===== src/rtl/uart_pkg.sv =====
// Shared definitions for the UART transmit path: FSM state encoding and the
// command-frame byte constants also used by the receiver-side parser.
package uart_pkg;

  typedef logic [1:0] state_t;

  localparam state_t ST_IDLE  = 2'd0;
  localparam state_t ST_START = 2'd1;
  localparam state_t ST_DATA  = 2'd2;
  localparam state_t ST_STOP  = 2'd3;

  localparam logic [7:0] FRAME_HEAD = 8'h52;
  localparam logic [7:0] FRAME_LEN  = 8'h0C;
  localparam logic [7:0] FUNC_WRITE = 8'h01;
  localparam logic [7:0] FRAME_TAIL = 8'h9A;

endpackage


===== src/rtl/uart_tx_fifo_if.sv =====
// Byte-stream and status bundle between the frame serializer (master) and the
// buffered UART transmitter (slave).
interface uart_tx_fifo_if #(
  parameter int FIFO_DEPTH = 16
);
  localparam int ADDR_W = $clog2(FIFO_DEPTH);

  logic [7:0]    din;
  logic          din_valid;
  logic          tx;
  logic          tx_busy;
  logic          fifo_full;
  logic          fifo_empty;
  logic [ADDR_W:0] fifo_count;
  logic          overflow;

  modport master (
    output din, din_valid,
    input  tx, tx_busy, fifo_full, fifo_empty, fifo_count, overflow
  );

  modport slave (
    input  din, din_valid,
    output tx, tx_busy, fifo_full, fifo_empty, fifo_count, overflow
  );

endinterface


===== src/rtl/sync_fifo.sv =====
// Single-clock FIFO with a separate occupancy counter; writes while full are
// dropped and latch a sticky overflow flag.
module sync_fifo #(
  parameter  int WIDTH = 8,
  parameter  int DEPTH = 16,
  localparam int AW    = $clog2(DEPTH)
) (
  input  logic             clk,
  input  logic             rst,
  input  logic             push_i,
  input  logic [WIDTH-1:0] wdata_i,
  input  logic             pop_i,
  output logic [WIDTH-1:0] rdata_o,
  output logic             full_o,
  output logic             empty_o,
  output logic [AW:0]      count_o,
  output logic             overflow_o
);

  logic [WIDTH-1:0] mem_q [DEPTH];
  logic [AW-1:0]    wr_ptr_q, wr_ptr_d;
  logic [AW-1:0]    rd_ptr_q, rd_ptr_d;
  logic [AW:0]      count_q, count_d;
  logic             overflow_q, overflow_d;
  logic             wr_en, rd_en;

  assign full_o     = (count_q == (AW+1)'(DEPTH));
  assign empty_o    = (count_q == '0);
  assign count_o    = count_q;
  assign overflow_o = overflow_q;
  assign rdata_o    = mem_q[rd_ptr_q];

  // Acceptance uses the status registered before the edge, so a same-edge pop
  // never frees room for a write that arrived while full.
  assign wr_en = push_i && !full_o;
  assign rd_en = pop_i && !empty_o;

  always_comb begin
    wr_ptr_d   = wr_ptr_q;
    rd_ptr_d   = rd_ptr_q;
    count_d    = count_q;
    overflow_d = overflow_q | (push_i & full_o);
    if (wr_en) wr_ptr_d = wr_ptr_q + AW'(1);
    if (rd_en) rd_ptr_d = rd_ptr_q + AW'(1);
    case ({wr_en, rd_en})
      2'b10:   count_d = count_q + (AW+1)'(1);
      2'b01:   count_d = count_q - (AW+1)'(1);
      default: count_d = count_q;
    endcase
  end

  // NOTE: non-blocking assignments here so every flop samples pre-edge values.
  always_ff @(posedge clk) begin
    if (rst) begin
      wr_ptr_q   <= '0;
      rd_ptr_q   <= '0;
      count_q    <= '0;
      overflow_q <= 1'b0;
    end else begin
      wr_ptr_q   <= wr_ptr_d;
      rd_ptr_q   <= rd_ptr_d;
      count_q    <= count_d;
      overflow_q <= overflow_d;
    end
  end

  // NOTE: storage has no reset; count_q gates every read, so stale data is never used.
  always_ff @(posedge clk) begin
    if (wr_en) mem_q[wr_ptr_q] <= wdata_i;
  end

endmodule


===== src/rtl/uart_tx_fifo.sv =====
// Buffered 8N1 UART transmitter: queues serializer bytes and sends them LSB
// first back-to-back, with no idle gap between buffered characters.
module uart_tx_fifo
  import uart_pkg::*;
#(
  parameter int CLKS_PER_BIT = 434,
  parameter int FIFO_DEPTH   = 16
) (
  input  logic           clk,
  input  logic           rst,
  uart_tx_fifo_if.slave  bus
);

  localparam int ADDR_W = $clog2(FIFO_DEPTH);
  localparam int TW     = $clog2(CLKS_PER_BIT);
  localparam logic [TW-1:0] BIT_LAST = TW'(CLKS_PER_BIT - 1);

  state_t        state_q, state_d;
  logic [TW-1:0] timer_q, timer_d;
  logic [2:0]    idx_q, idx_d;
  logic [7:0]    shift_q, shift_d;
  logic          tx_q, tx_d;
  logic          pop, bit_done;
  logic [7:0]    head;
  logic          fifo_full, fifo_empty;
  logic [ADDR_W:0] fifo_count;
  logic          overflow;

  sync_fifo #(
    .WIDTH (8),
    .DEPTH (FIFO_DEPTH)
  ) u_fifo (
    .clk        (clk),
    .rst        (rst),
    .push_i     (bus.din_valid),
    .wdata_i    (bus.din),
    .pop_i      (pop),
    .rdata_o    (head),
    .full_o     (fifo_full),
    .empty_o    (fifo_empty),
    .count_o    (fifo_count),
    .overflow_o (overflow)
  );

  assign bit_done       = (timer_q == BIT_LAST);
  assign bus.tx         = tx_q;
  assign bus.tx_busy    = (state_q != ST_IDLE) || !fifo_empty;
  assign bus.fifo_full  = fifo_full;
  assign bus.fifo_empty = fifo_empty;
  assign bus.fifo_count = fifo_count;
  assign bus.overflow   = overflow;

  always_ff @(posedge clk) begin
    if (rst) begin
      state_q <= ST_IDLE;
      timer_q <= '0;
      idx_q   <= '0;
      shift_q <= '0;
      tx_q    <= 1'b1;
    end else begin
      state_q <= state_d;
      timer_q <= timer_d;
      idx_q   <= idx_d;
      shift_q <= shift_d;
      tx_q    <= tx_d;
    end
  end

  // NOTE: every output of this block gets a default first, so no latch is inferred.
  always_comb begin
    state_d = state_q;
    timer_d = timer_q;
    idx_d   = idx_q;
    shift_d = shift_q;
    pop     = 1'b0;
    case (state_q)
      ST_IDLE: begin
        timer_d = '0;
        if (!fifo_empty) begin
          pop     = 1'b1;
          shift_d = head;
          state_d = ST_START;
        end
      end
      ST_START: begin
        if (bit_done) begin
          timer_d = '0;
          idx_d   = '0;
          state_d = ST_DATA;
        end else begin
          timer_d = timer_q + TW'(1);
        end
      end
      ST_DATA: begin
        if (bit_done) begin
          timer_d = '0;
          shift_d = {1'b0, shift_q[7:1]};
          idx_d   = idx_q + 3'd1;
          if (idx_q == 3'd7) state_d = ST_STOP;
        end else begin
          timer_d = timer_q + TW'(1);
        end
      end
      ST_STOP: begin
        if (bit_done) begin
          timer_d = '0;
          // Chain straight into the next start bit when more bytes are waiting.
          if (!fifo_empty) begin
            pop     = 1'b1;
            shift_d = head;
            state_d = ST_START;
          end else begin
            state_d = ST_IDLE;
          end
        end else begin
          timer_d = timer_q + TW'(1);
        end
      end
      default: state_d = ST_IDLE;
    endcase
  end

  always_comb begin
    tx_d = 1'b1;
    case (state_q)
      ST_START: tx_d = 1'b0;
      ST_DATA:  tx_d = shift_q[0];
      default:  tx_d = 1'b1;
    endcase
  end

endmodule


===== src/flat_wrapper.sv =====
// flat-port wrapper written by rule: the top's interface ports become plain ports
module uart_tx_fifo_flat import uart_pkg::*;
#(
  parameter int CLKS_PER_BIT = 434,
  parameter int FIFO_DEPTH   = 16
)
  (clk, rst, bus_din, bus_din_valid, bus_tx, bus_tx_busy, bus_fifo_full, bus_fifo_empty, bus_fifo_count, bus_overflow);
  uart_tx_fifo_if #(.FIFO_DEPTH(FIFO_DEPTH)) bus_i ();
  input  logic clk;
  input  logic rst;
  input wire logic [$bits(bus_i.din)-1:0] bus_din;
  input wire logic [$bits(bus_i.din_valid)-1:0] bus_din_valid;
  output wire logic [$bits(bus_i.tx)-1:0] bus_tx;
  output wire logic [$bits(bus_i.tx_busy)-1:0] bus_tx_busy;
  output wire logic [$bits(bus_i.fifo_full)-1:0] bus_fifo_full;
  output wire logic [$bits(bus_i.fifo_empty)-1:0] bus_fifo_empty;
  output wire logic [$bits(bus_i.fifo_count)-1:0] bus_fifo_count;
  output wire logic [$bits(bus_i.overflow)-1:0] bus_overflow;
  assign bus_i.din = bus_din;
  assign bus_i.din_valid = bus_din_valid;
  assign bus_tx = bus_i.tx;
  assign bus_tx_busy = bus_i.tx_busy;
  assign bus_fifo_full = bus_i.fifo_full;
  assign bus_fifo_empty = bus_i.fifo_empty;
  assign bus_fifo_count = bus_i.fifo_count;
  assign bus_overflow = bus_i.overflow;
  uart_tx_fifo #(.CLKS_PER_BIT(CLKS_PER_BIT), .FIFO_DEPTH(FIFO_DEPTH)) u_core (.clk(clk), .rst(rst), .bus(bus_i));
endmodule

===== config.mk =====
export PLATFORM = sky130hd
export DESIGN_NAME = uart_tx_fifo_flat
export DESIGN_NICKNAME = d
export VERILOG_FILES = /design/src/rtl/uart_pkg.sv /design/src/rtl/uart_tx_fifo_if.sv /design/src/rtl/sync_fifo.sv /design/src/rtl/uart_tx_fifo.sv /design/src/flat_wrapper.sv
export SDC_FILE = /design/constraint.sdc
export NUM_CORES = 1
export LEC_CHECK = 0
export ABC_CLOCK_PERIOD_IN_PS = 3700
export BUFFER_PORTS_ARGS = -buffer_cell sky130_fd_sc_hd__buf_2
export CAP_MARGIN = 20
export CORE_MARGIN = 2
export CORE_UTILIZATION = 62
export CTS_CLUSTER_DIAMETER = 60
export DETAILED_ROUTE_END_ITERATION = 8
export PLACE_DENSITY = 0.79
export SKIP_LAST_GASP = 1
export SLEW_MARGIN = 25
export SYNTH_ARGS = -nofsm -noshare
export SYNTH_HDL_FRONTEND = slang
export SYNTH_SLANG_ARGS = --single-unit

===== constraint.sdc =====
create_clock -name clk -period 3.7 [get_ports clk]
set_input_delay 0.185 -clock clk [delete_from_list [all_inputs] [get_ports clk]]
set_output_delay 0.185 -clock clk [all_outputs]
set_load 0.02 [all_outputs]

### Yosys cells after proc, flatten, opt, wreduce, memory -nomap -nowiden

Memory sizes are Yosys's and may differ from the RTL's. A register that Yosys moved wholly into a read port is not among the register bits.
Index checks and enable logic that the tools add are counted.

* input bits: 11
* bits in writable memories: 128
* memories kept: 1
* flip-flop bits (word level): 37
* output and inout bits: 10
* logic and storage cells: 71

* muxes and demuxes: 25
* eq/ne operators: 13
* reduce and logical (&&, ||, !) cells: 15
* add/subtract/negate cells: 6
* bitwise gates (word level): 2

Memory list
* u_core.u_fifo.mem_q: words 16, width 8, rd ports 1, clocked after memory_dff 1, wr ports 1, line sync_fifo.sv:20 `logic [WIDTH-1:0] mem_q [DEPTH];`

Operators with widths (count)
* 8-bit 2-to-1 mux: 3
* 8-bit case mux with 3 select lines: 1
* 9-bit case mux with 2 select lines: 1
* 2-bit 2-to-1 mux: 5
* 5-bit case mux with 2 select lines: 1
* 9-bit by 1-bit adder with 9-bit output, second input constant: 1
* 9-bit equality test, second input constant: 1
* 9-bit 2-to-1 mux: 1
* 4-bit by 1-bit adder with 4-bit output, second input constant: 2
* 4-bit 2-to-1 mux: 2
* 2-bit by 1-bit != test with 1-bit output, second input constant: 4
* 2-bit case mux with 4 select lines: 1
* 2-bit equality test, second input constant: 3
* 3-bit 2-to-1 mux: 2
* 3-bit case mux with 2 select lines: 1
* 3-bit AND reduction: 2
* 2-bit nonzero test: 3
* 5-bit by 1-bit adder with 5-bit output, second input constant: 1
* 5-bit equality test, second input constant: 1
* 5-bit zero test: 1
* 1-bit 2-to-1 mux: 5
* 5-bit AND reduction: 1
* 5-bit by 1-bit subtractor with 5-bit output, second input constant: 1
* 2-bit by 1-bit equality test with 1-bit output, second input constant: 2
* other kinds (12): 15

### Depth between registers and ports, before layout

Gate-level depths: netlist (run 1).

* depth in word-level cells: 7
* gate-level depth with buffers: 13
* depth with buffers taken out: 12

### By module

Synthesis (run 1) repeated with hierarchy kept, for this count alone.

* cell total of the unflattened synthesis: 459
* area total of the unflattened synthesis: 7144.4 um2

By module, submodules not included
* sync_fifo: cells an instance 333, area each 5920.7 um2, times used 1, sequential area each 4204.0 um2
* uart_tx_fifo: cells an instance 126, area each 1223.7 um2, times used 1, sequential area each 460.4 um2

### Least setup slack after synthesis (run 1)

No wires, ideal clock.

* path type: reg2reg
* from: register u_core.u_fifo.count_q[1], in the netlist u_core.u_fifo.count_o[1]
* to: register u_core.u_fifo.count_q[4], in the netlist u_core.u_fifo.count_o[4]
* setup slack: 0.737 ns
* period minus slack after synthesis: 2.963 ns
* library setup time: 0.122 ns
* cell stages (with the launch flop): 13
* data required time: 3.578 ns
* arrival time: 2.841 ns
* buffers on the path: 2
* cell sequence: dfxtp_1 > buf_6 > or4_4 > o221ai_4 > nor2_4 > ha_1 > clkbuf_2 > xor2_1 > ha_1 > a31oi_1 > o211ai_1 > and4_4 > a311o_1

* word-level cells in the longest chain between the ends: 7
* elaborated cells between the ends (all ways): 15
* classes of those cells: add/sub: 2; eq/ne: 3; mux: 4; reduce/logical: 6

RTL lines
* from (decl): line sync_fifo.sv:23 `logic [AW:0] count_q, count_d;`
* from (signal assigned): line sync_fifo.sv:62 `count_q <= count_d;`
* 5-bit zero test (*): line sync_fifo.sv:28 `assign empty_o = (count_q == '0);`
* 1-bit 2-to-1 mux: line uart_tx_fifo.sv:79, uart_tx_fifo.sv:108
* 1-bit 2-to-1 mux: line uart_tx_fifo.sv:105 `if (bit_done) begin`
* 1-bit case mux with 2 select lines: line uart_tx_fifo.sv:76 `case (state_q)`
* 1-bit logical AND (*): line sync_fifo.sv:36 `assign rd_en = pop_i && !empty_o;`
* net u_core.u_fifo.rd_en: line sync_fifo.sv:25 `logic wr_en, rd_en;`
* 2-bit by 1-bit equality test with 1-bit output / 2-bit equality test (equally long branches): line sync_fifo.sv:45 `case ({wr_en, rd_en})`
* 5-bit case mux with 2 select lines / 2-bit nonzero test (equally long branches)

The timed path passes the listed nets; every way through them passes the cells marked *.
A chain may end at the register's enable or synchronous reset.

### Worst setup path in the final report (run 1)

* from: register u_core.state_q[1]
* to: register u_core.u_fifo.count_q[4], in the netlist u_core.u_fifo.count_o[4]

* word-level cells in the longest chain between the ends: 5
* elaborated cells between the ends (all ways): 8
* classes of those cells: eq/ne: 3; mux: 2; reduce/logical: 3

RTL lines
* from (decl): line uart_tx_fifo.sv:18 `state_t state_q, state_d;`
* from (signal assigned): line uart_tx_fifo.sv:61 `state_q <= state_d;`
* 2-bit equality test / 2-bit zero test (equally long branches): line uart_tx_fifo.sv:76
* 1-bit case mux with 2 select lines (*): line uart_tx_fifo.sv:76
* 1-bit logical AND (*): line sync_fifo.sv:36
* net u_core.u_fifo.rd_en: line sync_fifo.sv:25
* 2-bit by 1-bit equality test with 1-bit output / 2-bit equality test (equally long branches): line sync_fifo.sv:45
* 5-bit case mux with 2 select lines / 2-bit nonzero test (equally long branches)

Marked as above.

==> reports/summary.json, run 1 <==
{
  "clkLatencyLatePin_ns": 0.43,
  "post_synth_instance_area_um2": 7140,
  "maxClockFrequency_mhz": 331,
  "maxCapViolations": 0,
  "rsz0062_at_grt": "false",
  "cp_data_arrival_time_ns": 3.39,
  "timing.critical_path.cells": "inv_1 > ha_1 > inv_1 > o221ai_4 > nor2_4 > ha_1 > xor2_1 > ha_1 > a31oi_1 > or4_2 > a22oi_1 > a311o_1",
  "initial_core_util_pct": 63.1,
  "cp-startpoint": "u_core.state_q[1]",
  "die_x_um": 111,
  "synth_seq_cells": 169,
  "layout-drive-gt1-share_pct": 22.7,
  "port_buffer_count": 20,
  "boundaryPins": 21,
  "worst_slew_pin_slew_ns": 1.08,
  "global_route_total_usage_across_every_layer_pct": 22.3,
  "overflow_after_grt": 0,
  "slowest_stage": "or4_2",
  "synth.avg_cell_area_um2": 15.7,
  "startpoint_type": "flip-flop",
  "layout-area-overhead-vs-synth_pct": 10.3,
  "synth_edf_count": 128,
  "detail_route.iter0.violations": 297,
  "placementRows": 39,
  "clock_tree_from_tritoncts": "yes",
  "most_repeated_library_cell_on_the_critical_path": "ha_1",
  "placed_cells": 596,
  "power_density_of_the_placed_cells_nw_per_um2": 681,
  "largest_buffer_count_on_any_clock_path": 2,
  "irDropWorstVdd_mv": 0.679,
  "utilization_pct": 69.6,
  "detailedPlacementHpwl_um": 8100,
  "ys_seq_area_share_pct": 65.3,
  "antenna-diode-count": 0,
  "whs_path_depth": 3,
  "status": "finished clean",
  "worstPathRequired_ns": 4.07,
  "postSynth.asyncResetShare_pct": 0,
  "antenna_found_initial": 0,
  "critical_path_buf_inv_count": 2,
  "die_area_um2": 12400,
  "synth_cell_type_count": 57,
  "routed-via-count": 3822,
  "place.gp.congestion": 0.765,
  "viasPerCell": 6.09,
  "grt_pass1_vias": 3863,
  "maxSlewHeadroom_pct": 28.1,
  "tns_ns": 0,
  "die_y_um": 111,
  "min-delay-start": "bus_din_valid",
  "yosys_warnings": 0,
  "final-hold-violation-count": 0,
  "crit_type": "reg -> reg",
  "syn_inst": 454,
  "reg2reg_depth": 12,
  "numCtsBuffers": 17,
  "placeableCoreArea_um2": 11300,
  "path_max_fanout": 8,
  "clock_tree.htree_level_count": 4,
  "clock-sinks": 169,
  "cts_hold_repair.buffers": 0,
  "crit_end_category": "flip-flop",
  "total_nets_final": 500,
  "worst_hold_path_type": "in -> reg",
  "final_max_slew_viol_count": 0,
  "reg2reg_slack_ns": 0.68,
  "drt_pre_antenna_iters": 4,
  "critical_path_depth": 12,
  "final_clock_skew_ns": 0.00939,
  "timing.final.crit_share_pct": 81.7,
  "post_cts_resized": 0,
  "leakage_power_summed_over_all_cells_nw": 2.62,
  "first_pass_grt_wire_length_um": 20400,
  "route.antenna.remaining_nets": 0,
  "worst_path_largest_cell_delay_ns": 0.55,
  "finalSetupViolCount": 0,
  "clock_tree.root_cell": "clkbuf_16",
  "synth_top_flop_cell": "edfxtp_1",
  "post_cts.repair.setup_buffers": 0,
  "grt_max_degree": 40,
  "post-route-min-period_ns": 3.02,
  "synth_nets": 482,
  "path_delay_family": "adder cells",
  "regToRegStartpoint": "u_core.state_q[1]",
  "final-instance-count-excl-fill": 628,
  "postRouteWirelength_um": 12900,
  "detail_route.wl_per_cell_um": 20.5,
  "remaining_drc_errors": 0,
  "clkSlewWorstSetupHoldPaths_ns": 0.06
}
## cell usage after synthesis (all sizes together), types with 2 or more instances
library cell	n	area (um^2)
a211oi	8	60.1
xor2	8	70.1
o21ai	7	35.0
dfxtp	41	821
ha	17	213
nand2	18	67.6
and2	3	18.8
nor3	8	40.0
a311oi	7	98.9
xnor2	7	61.3
buf	10	98.8
mux4	33	743
o211ai	2	15.0
clkbuf	15	67.6
a21oi	9	45.0
a211o	7	61.3
mux2i	12	120
nor3b	3	22.5
nand2b	5	31.3
nand3	4	20.0
inv	12	45.0
and4	2	21.3
nor2	52	203
and3	2	12.5
or4	2	20.0
edfxtp	128	3840
a22oi	3	22.5
or3	2	12.5
nor2b	9	56.3
## metrics by stage
step	area [um^2]	power [mW]	hold WS, ns	worst slack, ns
2_1_floorplan	7140	3.45	0.284	0.737
3_3_place_gp	7300	3.65	0.445	0.815
3_5_place_dp	7300	3.70	0.458	0.724
4_1_cts	7880	5.40	0.0348	0.700
5_1_grt	7880	5.62	0.0695	0.524
6_report	7880	5.36	0.0507	0.678
## cells in the final DEF, fill, tap and decap left out, types with 4 or more instances in the layout
| master | n |
|---|---|
| clkbuf_8 | 4 |
| nor2_1 | 51 |
| buf_2 | 20 |
| nand2_1 | 18 |
| nand2b_1 | 5 |
| buf_4 | 4 |
| ha_1 | 17 |
| clkbuf_16 | 17 |
| o21ai_0 | 7 |
| nand3_1 | 4 |
| a311oi_2 | 6 |
| a21oi_1 | 9 |
| nor3_1 | 5 |
| a211oi_1 | 8 |
| dfxtp_1 | 40 |
| mux2i_1 | 12 |
| nor2b_1 | 9 |
| a211o_1 | 7 |
| mux4_2 | 33 |
| xnor2_1 | 7 |
| xor2_1 | 8 |
| edfxtp_1 | 128 |
| inv_1 | 12 |
## cell type report
cell class / count / area, um^2
Multi-Input combinational cell: 248 / 2280
Tap cell: 143 / 179
Inverter: 12 / 45.0
Sequential cell: 169 / 4670
Fill cell: 732 / 3440
Clock buffer: 23 / 488
Clock inverter: 9 / 90.1
Timing Repair Buffer: 24 / 130
## cell families (layout without fill, tap and decap cells)
logic type / Yosys count / in the layout / share of synthesized area, %
DFF: 169 / 169 / 65.3
and+or+nand+nor: 117 / 117 / 8.44
AOI/OAI and AO/OA: 53 / 53 / 6.22
adders and majority gates: 17 / 17 / 2.98
xor gates and xnor gates: 15 / 15 / 1.84
buffers and inverters: 37 / 68 / 2.96
muxes: 46 / 46 / 12.2
## path summary, 6_finish.rpt
path                                            endpoint
worst max register to register  u_core.u_fifo.count_o[4]
worst min register to register  u_core.u_fifo.overflow_o
worst min-delay path            u_core.u_fifo.overflow_o
worst max-delay path            u_core.u_fifo.count_o[4]
## flip-flops by register name (all words and copies together) (netlist names), 2 cells and up, named ones only
register	count
u_core.idx_q	3
u_core.shift_q	8
u_core.state_q	2
u_core.timer_q	9
u_core.u_fifo.count_o	5
u_core.u_fifo.mem_q	128
u_core.u_fifo.rd_ptr_q	4
u_core.u_fifo.wr_ptr_q	4
## routing by layer
layer	global-route usage, %	part of all wire (%)	up-vias
met3	5.47	4.4	17
met4	8.72	1.5	0
met2	37.9	52	94
met5	0	0	-
li1	-	-	1776
met1	27.9	42	1935
## where the power goes
part	total (mW)	leakage, nW	switching (mW)	internal, mW
Combinational	1.36	0.850	0.776	0.588
Sequential	2.30	1.49	0.127	2.17
Clock	1.70	0.280	0.699	1.00
Total	5.36	2.62	1.60	3.76
## tightest hold or removal path, delay by kind of cell
family / cells / cell delay (ns)
buffers and inverters: 1 / 0.12
AOI/OAI and AO/OA: 1 / 0.07
and+or+nand+nor: 1 / 0.07
Power figures use the tool's default switching activity.
==> inputs of run 2 (changes only) <==
--- a/config.mk
+++ b/config.mk
@@ -5,7 +5,7 @@
 export SDC_FILE = /design/constraint.sdc
 export NUM_CORES = 1
 export LEC_CHECK = 0
-export ABC_CLOCK_PERIOD_IN_PS = 3700
+export ABC_CLOCK_PERIOD_IN_PS = 2800
 export BUFFER_PORTS_ARGS = -buffer_cell sky130_fd_sc_hd__buf_2
 export CAP_MARGIN = 20
 export CORE_MARGIN = 2
==> constraint.sdc (replaced) <==
create_clock -name clk -period 2.8 [get_ports clk]
set_input_delay 0.14 -clock clk [delete_from_list [all_inputs] [get_ports clk]]
set_output_delay 0.14 -clock clk [all_outputs]
set_load 0.02 [all_outputs]
==> run 2 against run 1 <==
- clock skew down 0.0011 ns
- clock-buffer cell count decreased by 5
- core utilization up 1.5 points
- routed wire length up 2.9%
- critical path depth decreased by 3
- sequential power up 30%
- worst hold slack lost 0.022 ns
- cell area is 2.2% higher
- non-clock buffer count rose by 23
- critical endpoint unchanged
- via count is 3.8% higher
==> reports/summary.json, run 2 (synthesis gave the netlist of run 1 again) <==
{
  "timing.final.crit_share": {"value": 95.1, "unit": "%", "change": "+13 points"},
  "placeableCoreArea": {"value": 11300, "unit": "um^2", "change": "unchanged"},
  "global_route_total_usage_across_every_layer": {"value": 22.9, "unit": "%", "change": "+0.66 points"},
  "remaining_drc_errors": {"value": 0, "change": "unchanged"},
  "die_area": {"value": 12400, "unit": "um^2", "change": "unchanged"},
  "final-hold-violation-count": {"value": 0, "change": "unchanged"},
  "clkPwrFrac": {"value": 29.9, "unit": "%", "change": "-1.8 points"},
  "largest_reg_flops": {"value": 128, "change": "unchanged"},
  "worstPathRequired": {"value": 3.11, "unit": "ns", "change": "-0.96 ns"},
  "final_clock_skew": {"value": 0.00825, "unit": "ns", "change": "-0.00114 ns"},
  "grt_max_degree": {"value": 33, "change": "-18%"},
  "post-route-min-period": {"value": 2.66, "unit": "ns", "change": "-0.359 ns"},
  "startpoint_type": "flip-flop",
  "path_max_fanout": {"value": 9, "change": "+1"},
  "routed-via-count": {"value": 3967, "change": "+3.8%"},
  "total_nets_final": {"value": 523, "change": "+4.6%"},
  "viasPerCell": {"value": 6.11, "change": "+0.44%"},
  "drt_pre_antenna_iters": {"value": 5, "change": "+1"},
  "sw_frac_of_total": {"value": 30.3, "unit": "%", "change": "+0.45 points"},
  "fin_hold_ws": {"value": 0.0285, "unit": "ns", "change": "-0.0222 ns"},
  "detailedPlacementHpwl": {"value": 8200, "unit": "um", "change": "+1.2%"},
  "postRouteWirelength": {"value": 13200, "unit": "um", "change": "+2.9%"},
  "largest_buffer_count_on_any_clock_path": {"value": 2, "change": "unchanged"},
  "tns": {"value": 0, "unit": "ns", "change": "unchanged"},
  "overflow_after_grt": {"value": 0, "change": "unchanged"},
  "die_x": {"value": 111, "unit": "um", "change": "unchanged"},
  "layout.cells.most_common_list": "edfxtp_1 (128), nor2_1 (51), dfxtp_1 (37), mux4_2 (33), buf_4 (25)",
  "top_regs": "u_core.u_fifo.mem_q (128), u_core.timer_q (9), u_core.shift_q (8)",
  "initial_core_util": {"value": 63.1, "unit": "%", "change": "unchanged"},
  "whs_path_depth": {"value": 2, "change": "-1"},
  "crit_type": "reg -> reg",
  "numCtsBuffers": {"value": 17, "change": "unchanged"},
  "leakage_power_summed_over_all_cells": {"value": 2.71, "unit": "nW", "change": "+3.3%"},
  "maxCapViolations": {"value": 0, "change": "unchanged"},
  "comb_power_share": {"value": 28.2, "unit": "%", "change": "+2.8 points"},
  "seqCellArea": {"value": 4670, "unit": "um^2", "change": "+0.19%"},
  "worst_slew_pin_slew": {"value": 0.875, "unit": "ns", "change": "-0.202 ns"},
  "crit_end_category": "flip-flop",
  "mostFrequentLayoutCell": "edfxtp_1",
  "reg2reg_depth": {"value": 9, "change": "-3"},
  "seq_power_share": {"value": 41.9, "unit": "%", "change": "-0.9 points"},
  "place.gp.congestion": {"value": 0.783, "change": "+2.4%"},
  "final_max_slew_viol_count": {"value": 0, "change": "unchanged"},
  "sw_power": {"value": 2.16, "unit": "mW", "change": "+35%"},
  "regMostFlops": "u_core.u_fifo.mem_q",
  "clkSlewWorstSetupHoldPaths": {"value": 0.06, "unit": "ns", "change": "about the same"},
  "layout-area-overhead-vs-synth_pct": 12.7,
  "status": "finished clean",
  "irDropWorstVdd": {"value": 0.895, "unit": "mV", "change": "+32%"},
  "cp_data_arrival_time": {"value": 2.97, "unit": "ns", "change": "-0.42 ns"},
  "antenna-diode-count": {"value": 0, "change": "unchanged"},
  "port_buffer_count": {"value": 20, "change": "unchanged"},
  "grt_pass1_vias": {"value": 4023, "change": "+4.1%"},
  "rsz0062_at_grt": "false",
  "detail_route.iter0.violations": {"value": 310, "change": "+4.4%"},
  "power_density_of_the_placed_cells": {"value": 886, "unit": "nW/um^2", "change": "+30%"},
  "detail_route.wl_per_cell": {"value": 20.4, "unit": "um", "change": "-0.40%"},
  "placementRows": {"value": 39, "change": "unchanged"},
  "layout-drive-gt1-share": {"value": 26.1, "unit": "%", "change": "+3.4 points"},
  "die_y": {"value": 111, "unit": "um", "change": "unchanged"},
  "clock_tree.root_cell": "clkbuf_16",
  "finalSetupViolCount": {"value": 0, "change": "unchanged"},
  "clock_tree.htree_level_count": {"value": 4, "change": "unchanged"},
  "internal_power": {"value": 4.97, "unit": "mW", "change": "+32%"},
  "clkLatencyLatePin": {"value": 0.43, "unit": "ns", "change": "about the same"},
  "multi_input_comb_area": {"value": 2300, "unit": "um^2", "change": "+0.93%"},
  "maxSlewHeadroom": {"value": 41.6, "unit": "%", "change": "+13 points"},
  "clock-sinks": {"value": 169, "change": "unchanged"},
  "first_pass_grt_wire_length": {"value": 21400, "unit": "um", "change": "+4.8%"},
  "final-instance-count-excl-fill": {"value": 649, "change": "+3.3%"},
  "clock_tree_from_tritoncts": "yes",
  "antenna_found_initial": {"value": 0, "change": "unchanged"},
  "route.antenna.remaining_nets": {"value": 0, "change": "unchanged"},
  "maxClockFrequency": {"value": 376, "unit": "MHz", "change": "+13%"},
  "boundaryPins": {"value": 21, "change": "unchanged"},
  "placed_cells": {"value": 618, "change": "+3.7%"},
  "worst_hold_path_type": "in -> reg",
  "fillCellCount": {"value": 718, "change": "-1.9%"}
}
## run 2: area by class of cell
type | instances | area share, %
Timing Repair Buffer | 47 | 3.95
Inverter | 12 | 0.559
Clock buffer | 18 | 5.33
Sequential cell | 169 | 58.1
Multi-Input combinational cell | 248 | 28.6
Tap cell | 143 | 2.22
Clock inverter | 12 | 1.29
## run 2: critical path: stages, from the launching register on
cell and delay, ns:
dfxtp_4 0.37, or4_4 0.53, o221ai_4 0.21, nor2_4 0.07
ha_4 0.19, ha_1 0.32, a31oi_2 0.24, o211ai_1 0.15
and4_4 0.21, a311o_1 0.26
## run 2: repair_timing
action | CTS | global route
buffers inserted | 0 | 0
hold buffers | 1 | 0
resized for setup | 0 | 3
hold endpoints to repair | 1 | 0
setup endpoints to repair | 0 | 1
## run 2: power groups by stage
| stage | clock network [mW] | logic [mW] | registers [mW] |
|---|---|---|---|
| 2_1_floorplan | 0 | 1.54 | 3.05 |
| 3_3_place_gp | 0 | 1.90 | 3.02 |
| 3_5_place_dp | 0 | 1.96 | 3.04 |
| 4_1_cts | 2.17 | 1.98 | 2.99 |
| 5_1_grt | 2.27 | 2.21 | 3.01 |
| 6_report | 2.13 | 2.01 | 2.99 |
## run 2: through the flow
step | setup WS [ns] | utilization [%] | instance area, um^2 | power, mW
after global placement | 0.177 | 66.1 | 7490 | 4.93
after detailed placement | 0.126 | 66.1 | 7490 | 5.00
final | 0.137 | 71.1 | 8050 | 7.13
after CTS | 0.117 | 70.9 | 8030 | 7.14
after global routing | 0.0270 | 71.1 | 8050 | 7.49
after floorplan | 0.0126 | - | 7180 | 4.58
## run 2: path summary, 6_finish.rpt
check | startpoint | slack (ns) | to
max | u_core.u_fifo.count_o[2] | 0.14 | u_core.u_fifo.count_o[4]
min | rst | 0.03 | u_core.u_fifo.count_o[1]
max reg2reg | u_core.u_fifo.count_o[2] | 0.14 | u_core.u_fifo.count_o[4]
min reg2reg | u_core.timer_q[0] | 0.47 | u_core.timer_q[0]
## run 2: metal layers
metal | up-vias | track usage [%] | routed length, um
li1 | 1818 | - | -
met1 | 2011 | 29.8 | 5500
met2 | 109 | 38.5 | 6750
met3 | 29 | 5.52 | 690
met4 | 0 | 7.90 | 295
met5 | - | 0 | 0
